$ cat config.mk
export PLATFORM = sky130hd
export DESIGN_NAME = ram_port_ctrl
export DESIGN_NICKNAME = d
export VERILOG_FILES = /design/src/rtl/cpu_mem_pkg.sv /design/src/rtl/ram_port_ctrl.sv
export SDC_FILE = /design/constraint.sdc
export NUM_CORES = 1
export LEC_CHECK = 0
export CAP_MARGIN = 25
export CORE_MARGIN = 1
export CORE_UTILIZATION = 36
export CTS_CLUSTER_DIAMETER = 100
export DETAILED_ROUTE_END_ITERATION = 7
export HOLD_SLACK_MARGIN = 0.1
export PLACE_DENSITY = 0.75
export SLEW_MARGIN = 15
export SYNTH_ARGS = -nofsm -noshare
export SYNTH_HDL_FRONTEND = slang
export SYNTH_SLANG_ARGS = --single-unit
$ cat constraint.sdc
create_clock -name CLK -period 1.5 [get_ports CLK]
set_input_delay 0.3 -clock CLK [delete_from_list [all_inputs] [get_ports CLK]]
set_output_delay 0.3 -clock CLK [all_outputs]
set_load 0.02 [all_outputs]
$ cat src/rtl/cpu_mem_pkg.sv
// cpu_mem_pkg: state encoding and RW encoding shared with the memory access unit
package cpu_mem_pkg;
    typedef enum logic [1:0] {
        ST_IDLE   = 2'd0,
        ST_ACCESS = 2'd1,
        ST_DONE   = 2'd2
    } state_t;
    localparam logic RW_READ  = 1'b0;
    localparam logic RW_WRITE = 1'b1;
    localparam int   WCNT_W   = 4;
endpackage

$ cat src/rtl/ram_port_ctrl.sv
// ram_port_ctrl: turns single-cycle load/store intent into a wait-stated RAM transaction
module ram_port_ctrl
    import cpu_mem_pkg::*;
#(
    parameter int ADDR_W      = 8,
    parameter int DATA_W      = 8,
    parameter int WAIT_STATES = 1
) (
    input  logic              CLK,
    input  logic              RST,
    input  logic              REQ_VALID,
    input  logic              REQ_RW,
    input  logic [ADDR_W-1:0] REQ_ADDR,
    input  logic [DATA_W-1:0] REQ_WDATA,
    output logic              REQ_READY,
    output logic              RSP_VALID,
    output logic [DATA_W-1:0] RSP_RDATA,
    output logic              STALL,
    output logic              RAM_CE,
    output logic              RAM_WE,
    output logic [ADDR_W-1:0] RAM_ADDR,
    output logic [DATA_W-1:0] RAM_DIN,
    input  logic [DATA_W-1:0] RAM_DOUT
);
    generate
        if (WAIT_STATES < 0 || WAIT_STATES > 15) begin : g_bad_ws
            $error("WAIT_STATES must be within 0..15");
        end
    endgenerate
    localparam logic [WCNT_W-1:0] WS = WCNT_W'(WAIT_STATES);
    state_t              state, state_n;
    logic [WCNT_W-1:0]   wcnt, wcnt_n;
    logic                we_q;
    logic                accept, last;
    assign accept    = state == ST_IDLE && REQ_VALID;
    assign last      = state == ST_ACCESS && wcnt == '0;
    assign REQ_READY = state == ST_IDLE;
    assign RSP_VALID = state == ST_DONE;
    assign RAM_CE    = state == ST_ACCESS;
    assign RAM_WE    = RAM_CE && we_q == RW_WRITE;
    // the accept cycle stalls too: the request is not consumed until the response
    assign STALL     = !REQ_READY || REQ_VALID;
    always_comb begin
        state_n = accept ? ST_ACCESS : last ? ST_DONE : state == ST_DONE ? ST_IDLE : state;
        wcnt_n  = accept ? WS : (state == ST_ACCESS && wcnt != '0) ? wcnt - 1'b1 : wcnt;
    end
    always_ff @(posedge CLK) begin
        if (RST) begin
            state     <= ST_IDLE;
            wcnt      <= '0;
            we_q      <= RW_READ;
            RAM_ADDR  <= '0;
            RAM_DIN   <= '0;
            RSP_RDATA <= '0;
        end else begin
            state <= state_n;
            wcnt  <= wcnt_n;
            if (accept) begin
                RAM_ADDR <= REQ_ADDR;
                RAM_DIN  <= REQ_WDATA;
                we_q     <= REQ_RW;
            end
            if (last && we_q == RW_READ)
                RSP_RDATA <= RAM_DOUT;
        end
    end
endmodule

Word level (Yosys, flattened, before mapping)
Index checks and enable logic that the tools add are counted.
{"block": "word_totals", "regBits": 31, "input_bits": 28}
{"block": "op_classes", "addsub": 1, "eq_ne": 2, "n_mux": 5, "bitwise_logic": 1, "n_reduce_logical": 14}
{"op": "logical AND 1 bit", "n": 5}
{"op": "zero test 4 bit", "n": 1}
{"op": "2-to-1 mux 2 bit", "n": 2}
{"op": "nonzero test 2 bit", "n": 2}
{"op": "nonzero test 4 bit", "n": 1}
{"op": "subtractor 4 x 1 -> 4 bit (second input constant)", "n": 1}
{"op": "2-to-1 mux 1 bit", "n": 3}
{"op": "nonzero test 3 bit", "n": 1}
{"op": "equality test 2 x 1 -> 1 bit (second input constant)", "n": 1}
{"op": "equality test 2 bit (second input constant)", "n": 1}
{"op": "zero test 2 bit", "n": 1}
{"op": "OR reduction 2 bit", "n": 1}
{"op": "zero test 1 bit", "n": 1}
{"op": "logical OR 1 bit", "n": 1}
{"op": "NOT 1 bit", "n": 1}

Logic depth before layout (Yosys ltp)
{"block": "depth", "word_depth": 4, "ltp_mapped": 6, "ltp_nobuf": 5}

Worst setup path after synthesis
Ideal clock, no wire load.
{"block": "synth_path", "path_kind": "flip-flop to flip-flop", "from": "reg state[1]", "to": "reg RAM_ADDR[0]", "setup_time_ps": 117, "arrival_time_ps": 1352, "slack_ps": 31, "stages_incl_launch_ff": 6, "path_buffers": 2, "synth_period_minus_slack_ps": 1469, "cell_sequence": "dfxtp_1 > buf_2 > nor2_1 > a21oi_2 > buf_4 > a22o_1"}
{"block": "synth_between", "elab_chain_cells": 2}
{"item": "start: declaration", "line_no": "ram_port_ctrl.sv:31", "source": "state_t state, state_n;"}
{"item": "start signal: assignment", "line_no": "ram_port_ctrl.sv:56", "source": "state <= state_n;"}
{"item": "zero test 2 bit"}
{"item": "named net REQ_READY", "line_no": "ram_port_ctrl.sv:15", "source": "output logic REQ_READY,"}
{"item": "logical AND 1 bit", "line_no": "ram_port_ctrl.sv:35", "source": "assign accept = state == ST_IDLE && REQ_VALID;"}
{"item": "end signal: assignment", "line_no": "ram_port_ctrl.sv:52", "source": "RAM_ADDR <= '0;"}
{"item": "end signal: assignment", "line_no": "ram_port_ctrl.sv:59", "source": "RAM_ADDR <= REQ_ADDR;"}
{"item": "end: declaration", "line_no": "ram_port_ctrl.sv:21", "source": "output logic [ADDR_W-1:0] RAM_ADDR,"}
The timed path passes the listed nets, and every way through them passes these cells.
A chain may end at the register's enable or synchronous reset.

Final worst setup path
{"block": "layout_path", "from": "reg state[1]", "to": "out STALL"}
{"block": "layout_between", "elab_chain_cells": 3}
{"item": "zero test 2 bit", "line_no": "ram_port_ctrl.sv:37", "source": "assign REQ_READY = state == ST_IDLE;"}
{"item": "zero test 1 bit", "line_no": "ram_port_ctrl.sv:42", "source": "assign STALL = !REQ_READY || REQ_VALID;"}
{"item": "logical OR 1 bit", "line_no": "ram_port_ctrl.sv:42"}
{"item": "end: declaration", "line_no": "ram_port_ctrl.sv:18", "source": "output logic STALL,"}
No other way between the ends.

==> results.yml <==
global_routing:
  grt_pass1_wl_um: 4760
  first_global_vias: 1149
  grt_max_degree: 18
  grt_overflow: 0
  track_usage_pct: 17.9
  antenna_found_initial: 0
worst_setup_path:
  crit_path_end_kind: "output pin"
  max_stage_delay_ns: 0.37
  critPathBufInv: 1
  cp_cell_sequence: "or3_4 -> buf_6"
  cp-start-kind: "flop"
  critical-path-slowest-cell: "dfxtp_4"
  cp.required_ns: 1.20
  path_max_fanout: 5
  crit_arrival_ns: 1.17
  critPathTopFamily: "flip-flops"
  rrSetupSlack_ns: 0.07
  critical_path_class: "flop to output pin"
sta:
  final-max-slew-violation-count: 0
  setup_viol: 0
  hold_viol: 0
  slew_headroom_pct: 66.8
  worst_pin_slew_ns: 0.495
  period_minus_slack_ns: 1.47
  rsz0062_at_grt: "true"
  skew_ns: 0.0117
  max_freq_mhz: 679
  timing.final.crit_share_pct: 98.2
synth:
  syn_area_um2: 1180
  yosysWarningCount: 0
  ys_ff_latch: 31
  syn_area_per_cell_um2: 10.4
  synth_nets: 144
  yosysSeqAreaShare_pct: 52.4
  synth_cell_type_count: 26
  netlist_instances: 114
floorplanning:
  rows: 20
  dieHeight_um: 59.3
  ios: 57
  dieWidth_um: 59.3
  start_util_pct: 38.5
  die_area_um2: 3520
  core_um2: 3080
clock_network:
  cts_tree: "done"
  cts_setup_buffers: 0
  h-tree-depth: 2
  root_buffer: "clkbuf_4"
  clk_latency_ns: 0.32
  cts_buffer_depth: 2
  hold_buffers: 0
  cts_buffers: 5
  cts.sinks: 31
  cts.clk_slew.worst_paths_ns: 0.09
finish:
  synthToLayoutAreaGrowth_pct: 64.8
  final_util_pct: 63.4
  antenna_cells: 0
  multiInputGateArea_um2: 541
  seqCellArea_um2: 631
  nets: 213
  layout_common_cells: "dfxtp_1 (27), clkdlybuf4s50_1 (26), dlygate4sd2_1 (24), a22o_1 (17), buf_4 (15)"
  filler_cell_count: 276
  fin_cells: 228
  layout.cells.most_common: "dfxtp_1"
  drive_above_1_share_pct: 23.4
routing:
  wl_per_cell_um: 12.8
  dr.first_iter.drc_count: 30
  first_pass_iters: 4
  vias: 1119
  antenna_left: 0
  vias_per_cell: 4.91
  drc_errors: 0
  wl_um: 2930
power:
  p_leak_uw: 0.000886
  power.density_nw_per_um2: 1070
  ir_drop_mv: 0.924
place:
  place_congestion: 0.711
  dp_cells: 220
  io_buffer_count: 56
  detailed_place_hpwl_um: 2220
worst_hold_path:
  hp-class: "flop to flop"
job:
  max_cap_violations: 0
outcome:
  status: "complete, no violations"
-- cell families after synthesis --
kind of cell,after synthesis,synth area share [%]
AOI/OAI and AO/OA,44,24.7
adders and majority gates,2,2.11
and+or+nand+nor,26,16.1
DFF,31,52.4
buffers and inverters,11,4.65
-- where the power goes --
part | switching, uW | total (uW) | internal (uW)
Sequential | 36.1 | 919 | 882
Combinational | 250 | 500 | 250
Clock | 272 | 666 | 394
Total | 558 | 2080 | 1530
-- worst reg2reg max path, cell delays in order, from the launching register on --
cell,delay [ns]
dfxtp_2,0.33
inv_1,0.09
ha_1,0.17
or3b_4,0.47
a311oi_1,0.28
-- per-stage QoR --
stage	setup slack, ns	instance area, um^2	hold WS [ns]	TNS (ns)	power [uW]
after global routing	-0.0189	1950	0.501	-0.0189	2190
after CTS	-0.0344	1910	0.484	-0.0344	2080
after global placement	-0.371	1860	0.460	-5.51	1430
after detailed placement	-0.367	1860	0.463	-6.32	1450
final	0.0268	1950	0.481	0	2080
after floorplan	0.0310	1180	0.376	0	1180
-- repair_timing --
item | 4_1_cts | 5_1_grt
resized for setup | 48 | 26
endpoints found under the setup margin | 56 | 13
endpoints found under the hold margin | 0 | 0
pin swaps | 0 | 2
-- cell usage after synthesis --
cell type | instances | area share, %
a21oi_1 | 12 | 5.1
a21oi_2 | 1 | 0.74
a22o_1 | 17 | 13
a311oi_1 | 1 | 0.74
a31oi_1 | 1 | 0.53
and2_1 | 1 | 0.53
and2b_1 | 1 | 0.63
buf_2 | 2 | 0.85
buf_4 | 1 | 0.63
buf_6 | 1 | 0.95
clkbuf_1 | 3 | 0.95
dfxtp_1 | 31 | 52
ha_1 | 2 | 2.1
inv_1 | 4 | 1.3
nand2b_1 | 1 | 0.53
nand2b_4 | 1 | 1.2
nand3_1 | 9 | 3.8
nor2_1 | 2 | 0.63
nor2_8 | 1 | 1.7
nor3b_1 | 2 | 1.3
nor3b_2 | 1 | 1.1
o21ai_0 | 12 | 5.1
or3_1 | 2 | 1.1
or3b_1 | 2 | 1.5
or3b_4 | 1 | 0.95
or4_1 | 2 | 1.3
-- layout make-up --
| cell class | count | area share [%] |
|---|---|---|
| clock inverter | 2 | 1.80 |
| tap | 44 | 2.82 |
| clock buffer | 6 | 2.63 |
| sequential | 31 | 32.3 |
| multi-input combinational | 72 | 27.7 |
| timing repair buffer | 69 | 31.9 |
| inverter | 4 | 0.770 |
-- routing by layer --
layer	wire length, um	share of wire, %	GRT usage, %	vias to the layer above
met1	1190	41	19.8	522
met3	165	5.6	5.68	2
met4	10	0.34	6.12	0
met5	0	0	0	-
met2	1560	53	31.9	35
li1	-	-	-	560
-- flip-flops by register name, indices dropped and copies added, names as in the netlist --
register,flops
RAM_ADDR,8
RAM_DIN,8
RSP_RDATA,8
wcnt,4
state,2
we_q,1
-- worst paths after layout --
check                    from           to  depth (start not counted)
setup / recovery     state[1]        STALL                          2
hold / removal    RAM_ADDR[2]  RAM_ADDR[2]                          1
setup reg to reg      wcnt[0]      wcnt[1]                          4
hold reg to reg   RAM_ADDR[2]  RAM_ADDR[2]                          1
(Power assumes the default switching activity.)
